<file path="config.mk">
export PLATFORM = sky130hd
export DESIGN_NAME = clock_core
export DESIGN_NICKNAME = d
export VERILOG_FILES = /design/src/rtl/clock_core_pkg.sv /design/src/rtl/clock_core_bin2bcd.sv /design/src/rtl/clock_core.sv
export SDC_FILE = /design/constraint.sdc
export NUM_CORES = 1
export LEC_CHECK = 0
export ABC_CLOCK_PERIOD_IN_PS = 4200
export CORE_MARGIN = 10
export CORE_UTILIZATION = 24
export CTS_BUF_LIST = sky130_fd_sc_hd__clkbuf_16
export CTS_CLUSTER_DIAMETER = 100
export DETAILED_ROUTE_END_ITERATION = 6
export DONT_BUFFER_PORTS = 1
export GPL_TIMING_DRIVEN = 0
export PLACE_DENSITY_LB_ADDON = 0.2
export SLEW_MARGIN = 20
export SYNTH_ARGS = -nofsm -noshare
export SYNTH_HDL_FRONTEND = slang
export SYNTH_SLANG_ARGS = --single-unit
</file>
<file path="constraint.sdc">
create_clock -name clk -period 4.2 [get_ports clk]
set_clock_uncertainty 0.15 [all_clocks]
set_input_delay 0.63 -clock clk [delete_from_list [all_inputs] [get_ports clk]]
set_output_delay 0.63 -clock clk [all_outputs]
set_load 0.05 [all_outputs]
</file>
<file path="src/rtl/clock_core_pkg.sv">
// Shared constants and display-view encodings for the clock/alarm timekeeping core.
package clock_core_pkg;

  localparam logic [5:0] SEC_MAX  = 6'd59;
  localparam logic [5:0] MIN_MAX  = 6'd59;
  localparam logic [4:0] HOUR_MAX = 5'd23;

  typedef enum logic [1:0] {
    VIEW_ALARM = 2'b00,
    VIEW_MMSS  = 2'b01,
    VIEW_TIME  = 2'b10,
    VIEW_STAT  = 2'b11
  } view_t;

endpackage

</file>
<file path="src/rtl/clock_core_bin2bcd.sv">
// Combinational 6-bit binary to two-digit BCD converter for one displayed field.
module clock_core_bin2bcd (
  input  logic [5:0] bin,
  output logic [3:0] tens,
  output logic [3:0] units
);

  always_comb begin
    if      (bin >= 6'd60) tens = 4'd6;
    else if (bin >= 6'd50) tens = 4'd5;
    else if (bin >= 6'd40) tens = 4'd4;
    else if (bin >= 6'd30) tens = 4'd3;
    else if (bin >= 6'd20) tens = 4'd2;
    else if (bin >= 6'd10) tens = 4'd1;
    else                   tens = 4'd0;
    units = 4'(bin - 6'(tens) * 6'd10);
  end

endmodule

</file>
<file path="src/rtl/clock_core.sv">
// Timekeeping datapath: one-second prescaler, time/alarm counters with set buttons,
// alarm ring timer and a registered four-digit BCD display with PM flag.
module clock_core
  import clock_core_pkg::*;
#(
  parameter int DIV          = 50000000,
  parameter int RING_SECONDS = 60
) (
  input  logic       clk,
  input  logic       reset,
  input  logic       inc,
  input  logic       clockon,
  input  logic       hset,
  input  logic       mset,
  input  logic       alarmon,
  input  logic       ahset,
  input  logic       amset,
  input  logic       h1224,
  input  logic       sel1,
  input  logic       sel2,
  output logic [3:0] disp3,
  output logic [3:0] disp2,
  output logic [3:0] disp1,
  output logic [3:0] disp0,
  output logic       pm,
  output logic       alarm_ring,
  output logic       tick
);

  localparam int CNT_W  = (DIV > 1) ? $clog2(DIV) : 1;
  localparam int RING_W = $clog2(RING_SECONDS + 1);
  localparam logic [CNT_W-1:0]  CNT_LAST  = CNT_W'(DIV - 1);
  localparam logic [RING_W-1:0] RING_LOAD = RING_W'(RING_SECONDS);

  function automatic logic [5:0] step_sixty(input logic [5:0] v, input logic [5:0] lim);
    return (v == lim) ? 6'd0 : v + 6'd1;
  endfunction

  function automatic logic [4:0] step_hour(input logic [4:0] v);
    return (v == HOUR_MAX) ? 5'd0 : v + 5'd1;
  endfunction

  function automatic logic [4:0] fmt_hour(input logic [4:0] h, input logic h12);
    if (!h12)        return h;
    if (h == 5'd0)   return 5'd12;
    if (h > 5'd12)   return h - 5'd12;
    return h;
  endfunction

  logic [CNT_W-1:0]  pre_cnt;
  logic [5:0]        sec, minute, al_min;
  logic [4:0]        hour, al_hour;
  logic [5:0]        sec_n, minute_n, al_min_n;
  logic [4:0]        hour_n, al_hour_n;
  logic [RING_W-1:0] ring_cnt;
  logic              set_any, dismiss, advance, trigger;

  assign tick    = (pre_cnt == CNT_LAST);
  assign set_any = inc & (hset | mset | ahset | amset);
  assign dismiss = inc & ~(hset | mset | ahset | amset);
  // A set in the same cycle as a tick wins; the tick is lost for the time counter.
  assign advance = tick & clockon & ~set_any;

  always_ff @(posedge clk or negedge reset) begin
    if (!reset)                 pre_cnt <= '0;
    else if (pre_cnt == CNT_LAST) pre_cnt <= '0;
    else                        pre_cnt <= pre_cnt + CNT_W'(1);
  end

  always_comb begin
    sec_n     = sec;
    minute_n  = minute;
    hour_n    = hour;
    al_hour_n = al_hour;
    al_min_n  = al_min;
    if (inc && hset) begin
      hour_n = step_hour(hour);
    end else if (inc && mset) begin
      minute_n = step_sixty(minute, MIN_MAX);
      sec_n    = 6'd0;
    end else if (inc && ahset) begin
      al_hour_n = step_hour(al_hour);
    end else if (inc && amset) begin
      al_min_n = step_sixty(al_min, MIN_MAX);
    end else if (advance) begin
      sec_n = step_sixty(sec, SEC_MAX);
      if (sec == SEC_MAX) begin
        minute_n = step_sixty(minute, MIN_MAX);
        if (minute == MIN_MAX) hour_n = step_hour(hour);
      end
    end
    trigger = advance && alarmon && (sec == SEC_MAX) &&
              (minute_n == al_min) && (hour_n == al_hour);
  end

  always_ff @(posedge clk or negedge reset) begin
    if (!reset) begin
      sec     <= '0;
      minute  <= '0;
      hour    <= '0;
      al_hour <= '0;
      al_min  <= '0;
    end else begin
      sec     <= sec_n;
      minute  <= minute_n;
      hour    <= hour_n;
      al_hour <= al_hour_n;
      al_min  <= al_min_n;
    end
  end

  // Ring timer: counts down one per tick, any dismiss source clears it.
  always_ff @(posedge clk or negedge reset) begin
    if (!reset) begin
      alarm_ring <= 1'b0;
      ring_cnt   <= '0;
    end else if (!alarmon) begin
      alarm_ring <= 1'b0;
      ring_cnt   <= '0;
    end else if (trigger) begin
      alarm_ring <= 1'b1;
      ring_cnt   <= RING_LOAD;
    end else if (dismiss) begin
      alarm_ring <= 1'b0;
      ring_cnt   <= '0;
    end else if (alarm_ring && tick) begin
      if (ring_cnt <= RING_W'(1)) begin
        alarm_ring <= 1'b0;
        ring_cnt   <= '0;
      end else begin
        ring_cnt <= ring_cnt - RING_W'(1);
      end
    end
  end

  view_t      view;
  logic [4:0] hour_src, hour_fmt;
  logic [5:0] left_bin, right_bin;
  logic [3:0] left_t, left_u, right_t, right_u;
  logic       pm_n;

  always_comb begin
    view      = view_t'({sel1, sel2});
    hour_src  = (view == VIEW_ALARM) ? al_hour : hour;
    hour_fmt  = fmt_hour(hour_src, h1224);
    left_bin  = {1'b0, hour_fmt};
    right_bin = (view == VIEW_ALARM) ? al_min : minute;
    pm_n      = h1224 && (hour_src >= 5'd12);
    if (view == VIEW_MMSS) begin
      left_bin  = minute;
      right_bin = sec;
      pm_n      = 1'b0;
    end
  end

  clock_core_bin2bcd u_left (
    .bin   (left_bin),
    .tens  (left_t),
    .units (left_u)
  );

  clock_core_bin2bcd u_right (
    .bin   (right_bin),
    .tens  (right_t),
    .units (right_u)
  );

  // Display register stage: one clk behind the counters and selects.
  always_ff @(posedge clk or negedge reset) begin
    if (!reset) begin
      disp3 <= '0;
      disp2 <= '0;
      disp1 <= '0;
      disp0 <= '0;
      pm    <= 1'b0;
    end else begin
      disp3 <= left_t;
      disp2 <= left_u;
      disp1 <= right_t;
      disp0 <= right_u;
      pm    <= pm_n;
    end
  end

endmodule

</file>
Yosys cells after proc, flatten, opt, wreduce, memory -nomap -nowiden
Cells that the tools add are included.
{ "classes": {"n_mux": 61, "multipliers": 2, "n_bitwise": 12, "n_div": 0, "shift": 0, "n_reduce_logical": 17, "magnitude_cmp": 15, "eq_ne": 13, "add_sub_neg": 10} }
{ "op_table": {"columns": ["cell", "n"], "rows": [
  ["$mux 6", 21],
  ["$mux 5", 16],
  ["$mux 4", 10],
  ["$ge 6x6->1 const B", 6],
  ["$add 26x1->26 const B", 1],
  ["$eq 26x26->1 const B", 1],
  ["$mux 26", 1],
  ["$ge 6x5->1 const B", 4],
  ["$add 6x1->6 const B", 3],
  ["$eq 6x6->1 const B", 3],
  ["$mux 1", 13],
  ["$ge 6x4->1 const B", 2],
  ["$add 5x1->5 const B", 2],
  ["$eq 5x5->1 const B", 2],
  ["$logic_and 1x1->1", 10],
  ["$mul 4x3->3 const B", 2],
  ["$ne 4x2->1 const B", 2],
  ["$reduce_and 4->1", 2],
  ["$sub 4x4->4", 2],
  ["$eq 6x6->1", 1],
  ["$le 6x1->1 const B", 1],
  ["$sub 6x1->6 const B", 1],
  ["$eq 5x5->1", 1],
  ["$ge 5x4->1 const B", 1],
  ["12 further kinds", 22]
]} }
{ "totals": {"inputBits": 12, "latch_bits": 0, "word_cells": 143, "reg_bits": 78, "ram_bits": 0, "out_inout_bits": 19, "mem_count": 0, "rom_bits": 0} }

Logic depth before layout (Yosys ltp)
Gate-level depths: netlist of run 1.
{ "logic_depth": {"ltp_word": 20, "mapped_depth": 17} }

Modules after synthesis
From an unflattened synthesis of run 1, not the netlist that was laid out.
{ "hier_totals": {"cells_unflattened": 556, "hier_area_um2": 4999.8} }
{ "by_module_without_submodules": {"columns": ["module", "area_each_um2", "seq_area_each_um2", "cells_each", "n_inst"], "rows": [
  ["clock_core", 4556.9, 1951.9, 496, 1],
  ["clock_core_bin2bcd", 221.5, 0.0, 30, 2]
]} }

Worst setup path before layout of run 1
Ideal clock, no wire load.
{ "synth_timing": {"kind": "register to register", "start": "reg pre_cnt[10]", "end": "reg ring_cnt[3]", "setup_ps": 66, "arrival_ps": 4420, "slack_ps": -437, "path_stages_with_launch": 8, "path_cell_list": "dfrtp_1 or4b_1 or4_4 nor4_1 a21boi_1 or2_0 nor4b_1 o31a_1"} }
{ "synth_via": {"elab_chain_cells": 13, "elab_cells_between_ends": 23, "cone_classes": "eq/ne (4); mux (12); bitwise (2); reduce/logical (5)"} }
{ "synth_rtl": {"columns": ["item", "line", "rtl"], "rows": [
  ["start: declaration", "clock_core.sv:50", "logic [CNT_W-1:0] pre_cnt;"],
  ["start signal: assignment", "clock_core.sv:67", "else pre_cnt <= pre_cnt + CNT_W'(1);"],
  ["$eq 26x26->1 (*)", "clock_core.sv:58", "assign tick = (pre_cnt == CNT_LAST);"],
  ["net tick", "clock_core.sv:27", "output logic tick"],
  ["$and 1x1->1 (2 in a row)", "clock_core.sv:62", "assign advance = tick & clockon & ~set_any;"],
  ["$mux 6", "clock_core.sv:85", "end else if (advance) begin"],
  ["$mux 6", "clock_core.sv:83", "end else if (inc && amset) begin"],
  ["$mux 6", "clock_core.sv:81", "end else if (inc && ahset) begin"],
  ["$mux 6", "clock_core.sv:78", "end else if (inc && mset) begin"],
  ["$mux 6", "clock_core.sv:76", "if (inc && hset) begin"],
  ["$eq 6x6->1", "clock_core.sv:93", "(minute_n == al_min) && (hour_n == al_hour);"],
  ["$logic_and 1x1->1", "clock_core.sv:92", "trigger = advance && alarmon && (sec == SEC_MAX) &&"],
  ["$logic_and 1x1->1", "clock_core.sv:93", null],
  ["$mux 6", "clock_core.sv:120", "end else if (trigger) begin"],
  ["$mux 6", "clock_core.sv:117", "end else if (!alarmon) begin"],
  ["end signal: assignment", "clock_core.sv:131", "ring_cnt <= ring_cnt - RING_W'(1);"],
  ["end: declaration", "clock_core.sv:55", "logic [RING_W-1:0] ring_cnt;"]
]} }
The timed path passes the listed nets; every way through them passes the cells marked *.
A chain may end at the register's enable or synchronous reset.

Worst setup path after layout of run 1
{ "layout_timing": {"start": "reg pre_cnt[10]", "end": "reg ring_cnt[0]"} }
{ "layout_via": {"elab_chain_cells": 13, "elab_cells_between_ends": 23, "cone_classes": "eq/ne (4); mux (12); bitwise (2); reduce/logical (5)"} }
{ "layout_rtl": {"columns": ["item", "line"], "rows": [
  ["$eq 26x26->1 (*)", "clock_core.sv:58"],
  ["$and 1x1->1 (2 in a row)", "clock_core.sv:62"],
  ["$mux 6", "clock_core.sv:85"],
  ["$mux 6", "clock_core.sv:83"],
  ["$mux 6", "clock_core.sv:81"],
  ["$mux 6", "clock_core.sv:78"],
  ["$mux 6", "clock_core.sv:76"],
  ["$eq 6x6->1", "clock_core.sv:93"],
  ["$logic_and 1x1->1", "clock_core.sv:92"],
  ["$logic_and 1x1->1", "clock_core.sv:93"],
  ["$mux 6", "clock_core.sv:120"],
  ["$mux 6", "clock_core.sv:117"]
]} }
Every way passes the cells marked *; elsewhere a longest branch is shown, timed or not.

==> results of run 1 <==
## cells in the final DEF, fill, tap and decap left out, types with 4 or more instances in the layout
cell type and instances:
dfrtp_1 76, nand2_1 70, nor2_1 52, o21ai_0 39
xor2_1 26, nand3_1 25, clkbuf_1 23, inv_1 23
a21oi_1 23, mux2i_1 14, xnor2_1 14, ha_1 12
and3_1 11, nor3_1 9, nand4_1 9, clkbuf_16 9
and2_1 8, nand2b_1 8, o21a_1 7, nor2b_1 7
o211ai_1 7, or3_1 6, a31oi_1 6, a211oi_1 6
o31a_1 5, o31ai_1 5, o2111ai_1 4, nand4b_1 4
and4_1 4, nor4b_1 4, mux2_2 4
## cell type report
class | count | area [µm²]
well taps | 270 | 337.8
fillers | 2155 | 14620
inverters | 23 | 86.33
clock buffers | 9 | 225.2
repair buffers | 3 | 50.05
flip-flops and latches | 76 | 1902
multi-input cells | 453 | 2924
plain buffers | 27 | 108.9
clock inverters | 7 | 115.1
## kinds of logic (layout without fill, tap and decap cells)
kind of cell	count (synthesis)	count (layout)	share of synthesized area, %
flops	76	76	38.02
buf+inv	50	69	3.902
xor+xnor	40	40	7.004
simple gates	249	249	26.51
compound gates	130	130	16.98
other cells	1	2	0.07497
mux	18	18	3.702
fa+ha+maj	14	14	3.802
## power groups by stage
stage	clock [mW]	sequential, mW	combinational (mW)
after floorplan	0	1.13	0.704
final	0.896	1.16	0.901
after detailed placement	0	1.18	0.877
after global routing	0.945	1.18	1.03
after CTS	0.925	1.17	0.903
after global placement	0	1.18	0.865
## worst max-delay path by stage
stage | startpoint | end | slack (ps) | depth (start not counted)
floorplan | pre_cnt[10] | ring_cnt[3] | 330 | 7
global placement | pre_cnt[10] | ring_cnt[3] | -240 | 7
detailed placement | sel2 | disp0[3] | 170 | 13
CTS | pre_cnt[10] | ring_cnt[0] | 380 | 8
global route | al_hour[3] | disp2[3] | 150 | 15
finish | pre_cnt[10] | ring_cnt[0] | 410 | 8
## what timing repair did
action,in CTS,in global routing
buffers inserted,0,0
endpoints found under the hold margin,76,0
gates resized for setup,0,0
setup endpoints to repair,0,0
hold buffers,1,0
## layer usage
| metal | track usage, % | vias to the layer above | wire length (µm) |
|---|---|---|---|
| met5 | 0 | - | 0 |
| li1 | - | 2097 | - |
| met2 | 16.65 | 75 | 6051 |
| met4 | 3.019 | 0 | 165 |
| met3 | 3.236 | 16 | 819 |
| met1 | 12.42 | 2068 | 6118 |
## stage by stage
step                      setup WS, ps  total power [mW]  cell area, µm²  instances  hold slack, ps
after global placement          -242.4             2.040            5350        849           189.0
final                            413.4             2.962            5749        868           33.14
after detailed placement         166.2             2.058            5381        851           189.9
after global routing             154.6             3.162            5749        868           62.79
after floorplan                  327.5             1.836            5012        579           184.4
after CTS                        375.5             2.994            5749        868           36.53
## sequential cells by signal (all words and copies together) (netlist names)
signal,flops
pre_cnt,26
al_min,6
minute,6
ring_cnt,6
sec,6
al_hour,5
hour,5
disp0,4
disp2,4
disp1,3
disp3,3
alarm_ring,1
pm,1
## worst reg2reg max path, delay by kind of cell, from the launching register on
family | cells | cell delay (ps)
compound gates | 1 | 270
flops | 1 | 430
simple gates | 7 | 2840
==> flow_summary.toml, run 1 <==
[status]
status = "finished, final reports clean"

[synthesis]
ys_seq_area_share_pct = 38.02
synth.distinct_cells = 73
synth_cells = 578
netlist_top_cells_area = "dfrtp_1, nand2_1, xor2_1"
ys_warn_count = 0
netlist.area_leader.share_pct = 38.02
synth-main-ff-cell = "dfrtp_1"
synth_top_cells_by_count = "dfrtp_1, nand2_1, nor2_1"
async_flop_share_pct = 100.0
synth_area_leader_cell = "dfrtp_1"
syn_area_per_cell_um2 = 8.654
synth_seq_cells = 76
synth_area_um2 = 5002
synth.most_common_cell = "dfrtp_1"
synth-edff-count = 0

[pwr]
leakagePower_nw = 2.420
irDropWorstVdd_mv = 0.1913
powerDensity_nw_per_um2 = 515.2
intPower_mw = 1.798
switching_share_pct = 39.31
pwr-share-clk_pct = 30.3
combPwrFrac_pct = 30.4
p_switching_mw = 1.164
power_frac_seq_pct = 39.3

[grt]
grt_max_degree = 77
grt_pass1_vias = 4332
grt.overflow.total = 0
grt_usage_pct = 10.13
antenna_found_initial = 0
grt_pass1_wl_um = 22200

[setup_path]
criticalPathCategory = "flip-flop to flip-flop"
cp_max_fo = 7
path_buf_inv = 0
worst_r2r_path_depth = 8
critPathArrivalTime_ps = 3880
endpoint_kind = "flip-flop"
cp_slowest_cell = "or4_4"
crit_required_ps = 4300
critical_path.startpoint_type = "flip-flop"
critPathTopFamily = "simple AND/OR/NAND/NOR gates"
worstReg2RegEnd = "ring_cnt[0]"
slowest_delay_ps = 540
path_cells = "or4b_1, or4_4, nor4_4, nor2_2, or4b_1, a32o_1, nor4_4, and3b_1"
reg2reg_from = "pre_cnt[10]"
reg2reg_setup_slack_ps = 410

[detailed_routing]
wirelength_um = 13150
vias = 4256
routed_via_density = 4.903
wl_per_cell_um = 15.15
drtIter0Drc = 253
drc = 0
ant_nets = 0
first_pass_iters = 4

[clocking]
cts_buffers = 9
clock_path_buffers = 2
htree_levels = 3
clock_sinks = 76
clock-root-buffer = "clkbuf_16"
clock_latency_ps = 350
cts_tree = "done"
clk_pin_slew_worst_paths_ps = 70

[finish]
drive_gt1_share_pct = 6.522
fin_util_pct = 28.23
final_nets = 619
area_delta_synth_final_pct = 14.93
diodes = 0

[min_path]
hold_path.class = "input port to asynchronous set/reset pin"

[placed_design]
port_buffers = 0
hpwlAfterDp_um = 9626
gp_congestion = 0.8460

[sta]
slew_headroom_pct = 36.92
fmax_mhz = 264.1
worst_slew_pin_slew_ps = 939.0
post-route-period-util_pct = 90.16
min_period_ps = 3787
fin_tns_setup_ps = 0
rsz0062_at_grt = "no"
drv_slew = 0
setup_viol = 0
finalHoldViolations = 0

[floorplan]
rows = 52
dieArea_um2 = 27020
core_um2 = 20360
die_w_um = 164.4
ioPinCount = 31
start_util_pct = 24.56
die_height_um = 164.4

[job]
max-cap-violations = 0
Power figures use the tool's default switching activity.
==> run 2, diff against run 1 <==
--- a/config.mk
+++ b/config.mk
@@ -5,7 +5,6 @@
 export SDC_FILE = /design/constraint.sdc
 export NUM_CORES = 1
 export LEC_CHECK = 0
-export ABC_CLOCK_PERIOD_IN_PS = 4200
 export CORE_MARGIN = 10
 export CORE_UTILIZATION = 24
 export CTS_BUF_LIST = sky130_fd_sc_hd__clkbuf_16
@@ -14,6 +13,7 @@
 export DONT_BUFFER_PORTS = 1
 export GPL_TIMING_DRIVEN = 0
 export PLACE_DENSITY_LB_ADDON = 0.2
+export SKIP_LAST_GASP = 1
 export SLEW_MARGIN = 20
 export SYNTH_ARGS = -nofsm -noshare
 export SYNTH_HDL_FRONTEND = slang
==> results of run 2 <==
No change in the layout: final DEF, timing and power equal those of run 1.
==> run 3, diff against run 2 <==
--- a/config.mk
+++ b/config.mk
@@ -10,7 +10,6 @@
 export CTS_BUF_LIST = sky130_fd_sc_hd__clkbuf_16
 export CTS_CLUSTER_DIAMETER = 100
 export DETAILED_ROUTE_END_ITERATION = 6
-export DONT_BUFFER_PORTS = 1
 export GPL_TIMING_DRIVEN = 0
 export PLACE_DENSITY_LB_ADDON = 0.2
 export SKIP_LAST_GASP = 1
==> run 3 against run 2 <==
Against the previous run: die area is the same; worst hold slack gained 77 ps; critical path depth grew 3; final cell count grew 2.6%; sequential share of layout area shrank 1.2 points; core utilization grew 1.0 points; global-route usage shrank 0.25 points; first-iteration DRC count grew 23%; count of clock-buffer cells in the layout is the same; register-to-register slack gained 130 ps; non-clock buffer count grew 26.
==> flow_summary.toml, run 3 (synthesis results as in run 1) <==
[setup_path]
cp_slowest_cell = "clkdlybuf4s50_1"
slowest_delay_ps = 570
endpoint_kind = "flip-flop"
critical_path.startpoint_type = "input port"
critPathArrivalTime_ps = 4010
path_cells = "clkdlybuf4s50_1, o41ai_2, nand4_1, nor4_4, buf_4, nor2_2, or4b_1, a32o_1, nor4_4, buf_4, and3b_1"
cp_max_fo = 7
criticalPathCategory = "input port to flip-flop"
crit_required_ps = 4280

[detailed_routing]
drc = 0
routed_via_density = 4.888
first_pass_iters = 5
wirelength_um = 13120
vias = 4355
drtIter0Drc = 311
ant_nets = 0
wl_per_cell_um = 14.72

[pwr]
powerDensity_nw_per_um2 = 498.5
leakagePower_nw = 2.509
irDropWorstVdd_mv = 0.2483

[placed_design]
port_buffers = 26
post-place-cells = 876
hpwlAfterDp_um = 9828
gp_congestion = 0.8459

[finish]
area_delta_synth_final_pct = 19.11
final_cell_mix = "dfrtp_1, nand2_1, nor2_1"
instances_no_fill = 891
largest_reg_flops = 26
fillers = 2109
fin_util_pct = 29.26
diodes = 0
drive_gt1_share_pct = 6.119
top_register = "pre_cnt"
final_nets = 645
layout_commonest_cell = "dfrtp_1"

[grt]
top_usage_layer = "met2"
grt_pass1_wl_um = 21670
grt.overflow.total = 0
gr-usage-met2_pct = 15.82
antenna_found_initial = 0
grt_usage_pct = 9.881
grt_max_degree = 43
grt_pass1_vias = 4347
use_met1_pct = 12.71
met3_usage_pct = 2.564

[floorplan]
rows = 52
core_um2 = 20360
die_height_um = 164.4
die_w_um = 164.4
start_util_pct = 24.56
ioPinCount = 31
dieArea_um2 = 27020

[sta]
finalHoldViolations = 0
rsz0062_at_grt = "no"
fmax_mhz = 254.2
slew_headroom_pct = 40.79
drv_slew = 0
hold_ws_ps = 110.0
min_period_ps = 3934
setup_viol = 0
worst_slew_pin_slew_ps = 881.3
post-route-period-util_pct = 93.67

[min_path]
hold_path.class = "input port to asynchronous set/reset pin"

[clocking]
clock-root-buffer = "clkbuf_16"
clock_latency_ps = 340
clock_path_buffers = 2
htree_levels = 3
clock_sinks = 76
cts_tree = "done"
cts_buffers = 9
clk_pin_slew_worst_paths_ps = 60

[status]
status = "finished, final reports clean"

[job]
max-cap-violations = 0
## run 3: worst max-delay path, delay by kind of cell
kind                   cells  cell delay (ps)
buffers and inverters      3              980
and+or+nand+nor            6             1640
AOI/OAI and AO/OA          2              750
## run 3: through the flow
stage                     TNS (ps)  instance area (µm²)  setup WS (ps)  total power, mW
after detailed placement     -2058                 5635         -366.4            2.182
after CTS                        0                 5929          16.58            3.002
after global placement      -41750                 5610         -528.0            2.161
after global routing             0                 5958          63.72            3.195
after floorplan                  0                 5012          327.5            1.836
final                            0                 5958          265.7            2.970
## run 3: area by class of cell
type	instances	area (µm²)	area share, %
Buffer	27	108.9	1.827
Clock buffer	9	225.2	3.780
Clock inverter	4	68.82	1.155
Inverter	23	86.33	1.449
Multi-Input combinational cell	453	2927	49.12
Sequential cell	76	1902	31.92
Tap cell	270	337.8	5.670
Timing Repair Buffer	29	302.8	5.082
## run 3: path summary, 6_finish.rpt
| check | start | endpoint | slack (ps) | cells after the start |
|---|---|---|---|---|
| worst max-delay path | mset | ring_cnt[0] | 270 | 11 |
| worst min-delay path | reset | disp3[2] | 110 | 1 |
| worst max register to register | pre_cnt[10] | ring_cnt[0] | 540 | 10 |
| worst min register to register | pre_cnt[6] | pre_cnt[6] | 340 | 1 |
| max in group asynchronous | reset | ring_cnt[2] | 3220 | 2 |
| min in group clk | pre_cnt[6] | pre_cnt[6] | 340 | 1 |
## run 3: report_power, final
part           leakage (nW)  internal [mW]  switching [mW]
clock network         0.148          0.507           0.292
logic                  1.36          0.451           0.748
registers              1.00          0.862           0.111
total                  2.51           1.82            1.15
## run 3: what timing repair did
item / CTS / global route
resized for setup: 0 / 4
hold buffers: 0 / 0
pin swaps: 1 / 2
setup buffers: 0 / 2
setup endpoints to repair: 1 / 9
cloned: 0 / 0
## run 3: layer usage
layer	up-vias	part of all wire, %
li1	2152	-
met1	2130	48
met2	65	47
met3	8	4.2
met4	0	0.84
met5	-	0
